--- config.mk ---
export PLATFORM = sky130hd
export DESIGN_NAME = cond_unit
export DESIGN_NICKNAME = d
export VERILOG_FILES = /design/src/rtl/cond_unit.sv
export SDC_FILE = /design/constraint.sdc
export NUM_CORES = 1
export LEC_CHECK = 0
export CAP_MARGIN = 0
export CORE_AREA = 2 2 39 41
export DETAILED_ROUTE_END_ITERATION = 10
export DIE_AREA = 0 0 41 43
export PLACE_DENSITY = 0.72
export SETUP_SLACK_MARGIN = 0.02
export SLEW_MARGIN = 25
export SYNTH_ARGS = -nofsm -noshare
export SYNTH_HDL_FRONTEND = slang
export SYNTH_SLANG_ARGS = --single-unit
--- constraint.sdc ---
create_clock -name clk -period 1.8 [get_ports clk]
set_input_delay 0.18 -clock clk [delete_from_list [all_inputs] [get_ports clk]]
set_output_delay 0.18 -clock clk [all_outputs]
set_load 0.01 [all_outputs]
--- src/rtl/cond_unit.sv ---
// Conditional-execution unit: flag register, condition check,
// and write-enable gating for the execute stage.
module cond_unit #(
  parameter logic [3:0] RESET_FLAGS = 4'b0000
) (
  input  logic       clk,
  input  logic       rst,
  input  logic       en,
  input  logic [3:0] Cond,
  input  logic [3:0] ALU_Flags,
  input  logic [1:0] FlagW,
  input  logic       PCS,
  input  logic       RegW,
  input  logic       MemW,
  input  logic       NoWrite,
  output logic       CondEx,
  output logic       PCSrc,
  output logic       RegWrite,
  output logic       MemWrite,
  output logic [3:0] Flags,
  output logic       BranchTaken_q
);

  logic [3:0] r_flags;
  logic       r_br;
  logic       w_condex;
  logic       w_n;
  logic       w_z;
  logic       w_c;
  logic       w_v;
  logic       w_ge;
  logic       w_upd;

  assign w_n  = r_flags[3];
  assign w_z  = r_flags[2];
  assign w_c  = r_flags[1];
  assign w_v  = r_flags[0];
  assign w_ge = (w_n == w_v);

  // Decode the condition field against the registered flags only.
  always_comb begin
    w_condex = 1'b0;
    case (Cond)
      4'b0000: w_condex = w_z;
      4'b0001: w_condex = !w_z;
      4'b0010: w_condex = w_c;
      4'b0011: w_condex = !w_c;
      4'b0100: w_condex = w_n;
      4'b0101: w_condex = !w_n;
      4'b0110: w_condex = w_v;
      4'b0111: w_condex = !w_v;
      4'b1000: w_condex = w_c && !w_z;
      4'b1001: w_condex = !w_c || w_z;
      4'b1010: w_condex = w_ge;
      4'b1011: w_condex = !w_ge;
      4'b1100: w_condex = !w_z && w_ge;
      4'b1101: w_condex = w_z || !w_ge;
      4'b1110: w_condex = 1'b1;
      default: w_condex = 1'b0;
    endcase
  end

  assign w_upd    = en && w_condex;
  assign CondEx   = w_condex;
  assign PCSrc    = PCS && w_upd;
  assign RegWrite = RegW && w_upd && !NoWrite;
  assign MemWrite = MemW && w_upd;
  assign Flags    = r_flags;
  assign BranchTaken_q = r_br;

  // Flag register with split {N,Z}/{C,V} write enables; reset wins.
  always_ff @(posedge clk) begin
    if (rst) begin
      r_flags <= RESET_FLAGS;
    end else begin
      if (w_upd && FlagW[1])
        r_flags[3:2] <= ALU_Flags[3:2];
      if (w_upd && FlagW[0])
        r_flags[1:0] <= ALU_Flags[1:0];
    end
  end

  // One-cycle delayed copy of the taken-branch strobe.
  always_ff @(posedge clk) begin
    if (rst)
      r_br <= 1'b0;
    else
      r_br <= PCSrc;
  end

endmodule
After elaboration in Yosys (flattened, before gate mapping)

Index checks and enable logic that the tools add are counted.

Latch bits: 0
Output and inout port bits: 9
ROM bits: 0
Memory bits (writable): 0
Flip-flop bits (word level): 5
Input port bits: 17
Memories kept: 0

Div/mod/pow operators: 0
$mul: 0
$lt $le $gt $ge: 0
Reduce and logical (&&, ||, !) cells: 18
Muxes and demuxes: 1
Equal/unequal tests: 15
Shifts and indexed selects: 0
Add/sub/neg operators: 0
Bitwise operators: 0

Operators by type and width:

| operator                                                              | number |
|---|---|
| 4-bit equality test, second input constant                            | 7 |
| 4-bit by 3-bit equality test with 1-bit output, second input constant | 4 |
| 1-bit case mux with 15 select lines                                   | 1 |
| 1-bit logical AND                                                     | 9 |
| 4-bit by 2-bit equality test with 1-bit output, second input constant | 2 |
| 1-bit logical NOT                                                     | 6 |
| 4-bit by 1-bit equality test with 1-bit output, second input constant | 1 |
| 4-bit logical NOT                                                     | 1 |
| 1-bit logical OR                                                      | 2 |
| 1-bit equality test                                                   | 1 |

Longest topological paths before layout

Depth in word-level cells: 7
Mapped depth: 6
Gate-level depth less buffers: 5

Worst setup path before layout

Ideal clock, no wire load.

Path type: register to output
Start point: reg r_flags[2], in the netlist Flags[2]
End point: out MemWrite
Slack: 0.081 ns
Path buffers: 0
Data required time: 1.620 ns
Arrival: 1.539 ns
Stages on the path, launching flop included: 6
Cells stage by stage: dfxtp_1 > and3b_2 > a22oi_1 > mux2i_1 > nand2_2 > and3_1

Cells in the longest elaborated chain, start to end: 5
Elaborated cells between the ends (all ways): 8
Those cells by class: mux (1); reduce/logical (7)

RTL lines:

| item                                    | RTL line   | RTL |
|---|---|---|
| from (decl)                             | 24         | `logic [3:0] r_flags;` |
| from (signal assigned)                  | 77         | `r_flags[3:2] <= ALU_Flags[3:2];` |
| 1-bit logical NOT                       | 45, 52, 56 |  |
| 1-bit logical AND (on tied branches)    | 56, 52     |  |
| 1-bit case mux with 15 select lines (*) | 43         | `case (Cond)` |
| named net CondEx                        | 16         | `output logic CondEx,` |
| 1-bit logical AND (*)                   | 63         | `assign w_upd = en && w_condex;` |
| 1-bit logical AND (*)                   | 67         | `assign MemWrite = MemW && w_upd;` |
| to (decl)                               | 19         | `output logic MemWrite,` |

Mark *: on every way through the listed nets, which the timed path passes. The rest lies on a longest branch.

Final worst setup path

Start point: reg r_flags[3], in the netlist Flags[3]
End point: out RegWrite

Cells in the longest elaborated chain, start to end: 7
Elaborated cells between the ends (all ways): 9
Those cells by class: eq/ne (1); mux (1); reduce/logical (7)

RTL lines:

| item                                    | RTL line | RTL |
|---|---|---|
| 1-bit equality test                     | 38       | `assign w_ge = (w_n == w_v);` |
| 1-bit logical NOT                       | 55, 57   |  |
| 1-bit logical OR                        | 57       | `4'b1101: w_condex = w_z \|\| !w_ge;` |
| 1-bit case mux with 15 select lines (*) | 43       |  |
| 1-bit logical AND (*)                   | 63       |  |
| 1-bit logical AND (*) (2 in a row)      | 66       | `assign RegWrite = RegW && w_upd && !NoWrite;` |
| to (decl)                               | 18       | `output logic RegWrite,` |

Every way passes the cells marked *; elsewhere a longest branch is shown, timed or not.

==> impl_metrics.tcl <==
set metrics [dict create \
    status "finished, violations left" \
    violations "negative setup slack" \
    post_drt_wl_per_cell_um 12.72 \
    diodes 0 \
    fmax_mhz 537.2 \
    gr-total-overflow 0 \
    critPathKind "flip-flop to output pin" \
    maxSlewHeadroom 0.8063 \
    synth_compound_area_frac 0.1264 \
    cp_max_fo 4 \
    netlist_top_cells_area "dfxtp_1 22%, mux2i_1 13%, nand2b_1 8.4%" \
    skew_ps 0.3992 \
    drc 0 \
    ir_drop_uv 351.1 \
    seq_area_frac_synth 0.2247 \
    pin_count 26 \
    insertion_delay_ps 250 \
    syn_nets 64 \
    drt-total-wl_um 1387 \
    syn_area_um2 445.4 \
    gp_congestion 0.7557 \
    p_leak_nw 0.3864 \
    synth_largest_area_cell "dfxtp_1" \
    worst_pin_slew_ps 290.6 \
    pre_cts_ws_ps -600.9 \
    arrival_ps 1680 \
    layout-area-overhead-vs-synth_pct 99.44 \
    final-hold-violation-count 0 \
    cts_buffers 3 \
    fp.dieArea_um2 1763 \
    cts.path.max_buffers 2 \
    synth_top_family_by_area "simple AND/OR/NAND/NOR gates" \
    final.min_clock_period_ps 1861 \
    die_y_um 43 \
    endpoint_kind "output pin" \
    initial_utilization 0.3219 \
    ant_nets 0 \
    clkTransAtPathRegs_ps 40 \
    setup_viol 4 \
    yosysWarnings 0 \
    slew_violations 0 \
    hold_class "input pin to flip-flop" \
    synth_fa_ha_area_frac 0 \
    post-route-period-util 1.034 \
    drive_above_1_share 0.4086 \
    utilization 0.6420 \
    vias_per_cell 4.697 \
    synth-simple-area-share 0.3848 \
    routed-via-count 512 \
    synth_edf_count 0 \
    pwr_density_cell_nw_per_um2 481.7 \
    htree_levels 1 \
    grt_setup_unrepaired "yes" \
    ys.flop_type "dfxtp_1" \
    cts_root_buffer "clkbuf_4" \
    rows 14 \
    synth_seq_cells 5 \
    synthCells 47 \
    drt_iter0_drc 1 \
    firstDrtPassIters 4 \
    synthMuxAreaShare 0.1348 \
    p_total_uw 428.0 \
    nNetsFinal 111 \
    multi_input_area_um2 367.9 \
    cts_sinks 5 \
    die_w_um 41 \
    fin_ws_ps -61.49 \
    grt_antenna_before_repair 0 \
    fillers 128 \
    cap_violations 0 \
    coreArea_um2 1384 \
    startpoint_type "flip-flop" \
    grt_max_degree 10 \
    syn_avg_cell_area_um2 9.477 \
    grt_pass1_vias 538 \
    synthXorXnorAreaFrac 0.1124 \
    synth_top_area_frac 0.2247 \
    cp_data_required_time_ps 1620 \
    ys_types 23 \
    cts_tree "built" \
    synth-async-reset-ratio 0 \
    tns_ps -186.0 \
    portBuffers 25 \
    regArea_um2 103.9 \
    dp_hpwl_um 1010 \
    grt_pass1_wl_um 2242 \
    track_usage 0.1948 \
]
-- worst max-delay path, cell delays in order, from the launching register on --
cell and delay (ps):
dfxtp_2 340, buf_6 100, mux2i_2 60, and3b_1 180
o32ai_2 320, nand2_2 120, and4b_1 180, buf_2 130
-- sequential cells by signal (all words and copies together), names as in the netlist --
name           flops
BranchTaken_q      1
Flags              4
-- power breakdown --
| group | internal (mW) | switching [mW] |
|---|---|---|
| Sequential | 0.117 | 0.00431 |
| Combinational | 0.109 | 0.0646 |
| Clock | 0.0840 | 0.0494 |
-- kinds of logic (layout without fill, tap and decap cells) --
| kind of cell | count (synthesis) | after routing |
|---|---|---|
| flip-flops | 5 | 5 |
| XOR/XNOR | 4 | 4 |
| multiplexers | 6 | 6 |
| AND/OR/NAND/NOR | 25 | 25 |
| AO/OA/AOI/OAI | 6 | 6 |
| buffers and inverters | 1 | 47 |
-- cells in the final DEF (no fill, tap or decap), drive strengths merged, types with 2 or more instances in the layout --
master	instances
clkbuf	4
mux2i	6
and3b	3
buf	22
and3	2
nand2b	6
dlygate4sd2	2
dfxtp	5
xnor2	3
or2b	4
and4b	2
a21oi	2
nand2	4
clkdlybuf4s50	18
-- through the flow --
stage / instances / cell area [um^2] / hold WS (ps)
floorplan: 47 / 445.4 / 334.7
global placement: 100 / 805.8 / 598.1
detailed placement: 100 / 805.8 / 602.4
CTS: 108 / 859.6 / 495.0
global route: 109 / 888.4 / 501.6
finish: 109 / 888.4 / 499.2
-- layer usage --
metal | vias up | track usage | part of all wire
met5 | - | 0 | 0
met3 | 2 | 0.06283 | 0.024
li1 | 262 | - | -
met1 | 241 | 0.2190 | 0.38
met4 | 0 | 0.1000 | 0.017
met2 | 7 | 0.3094 | 0.57
-- repair_timing --
action,CTS,global route
buffers inserted,4,1
pin swaps,6,0
endpoints found under the setup margin,4,8
hold buffers,0,0
resized for setup,26,4
-- synth_stat cells, types with 2 or more instances --
cell type  count
and3b_1        2
nand2b_1       6
a21oi_2        2
nand2_1        3
and3_1         2
or2b_1         3
xnor2_1        3
and4b_1        2
dfxtp_1        5
mux2i_1        6
-- worst paths after layout --
check / start / end / slack (ps) / cells past startpoint
worst max-delay path: Flags[3] / RegWrite / -60 / 7
worst min-delay path: ALU_Flags[2] / Flags[2] / 500 / 3
worst max register to register: Flags[0] / Flags[3] / 100 / 7
worst min register to register: Flags[1] / Flags[1] / 640 / 3
-- layout make-up --
| cell class | count | area share |
|---|---|---|
| timing repair buffer | 43 | 0.4169 |
| multi-input combinational | 41 | 0.4141 |
| sequential | 5 | 0.1169 |
| clock buffer | 4 | 0.02958 |
| tap | 16 | 0.02254 |
Power figures use the tool's default switching activity.
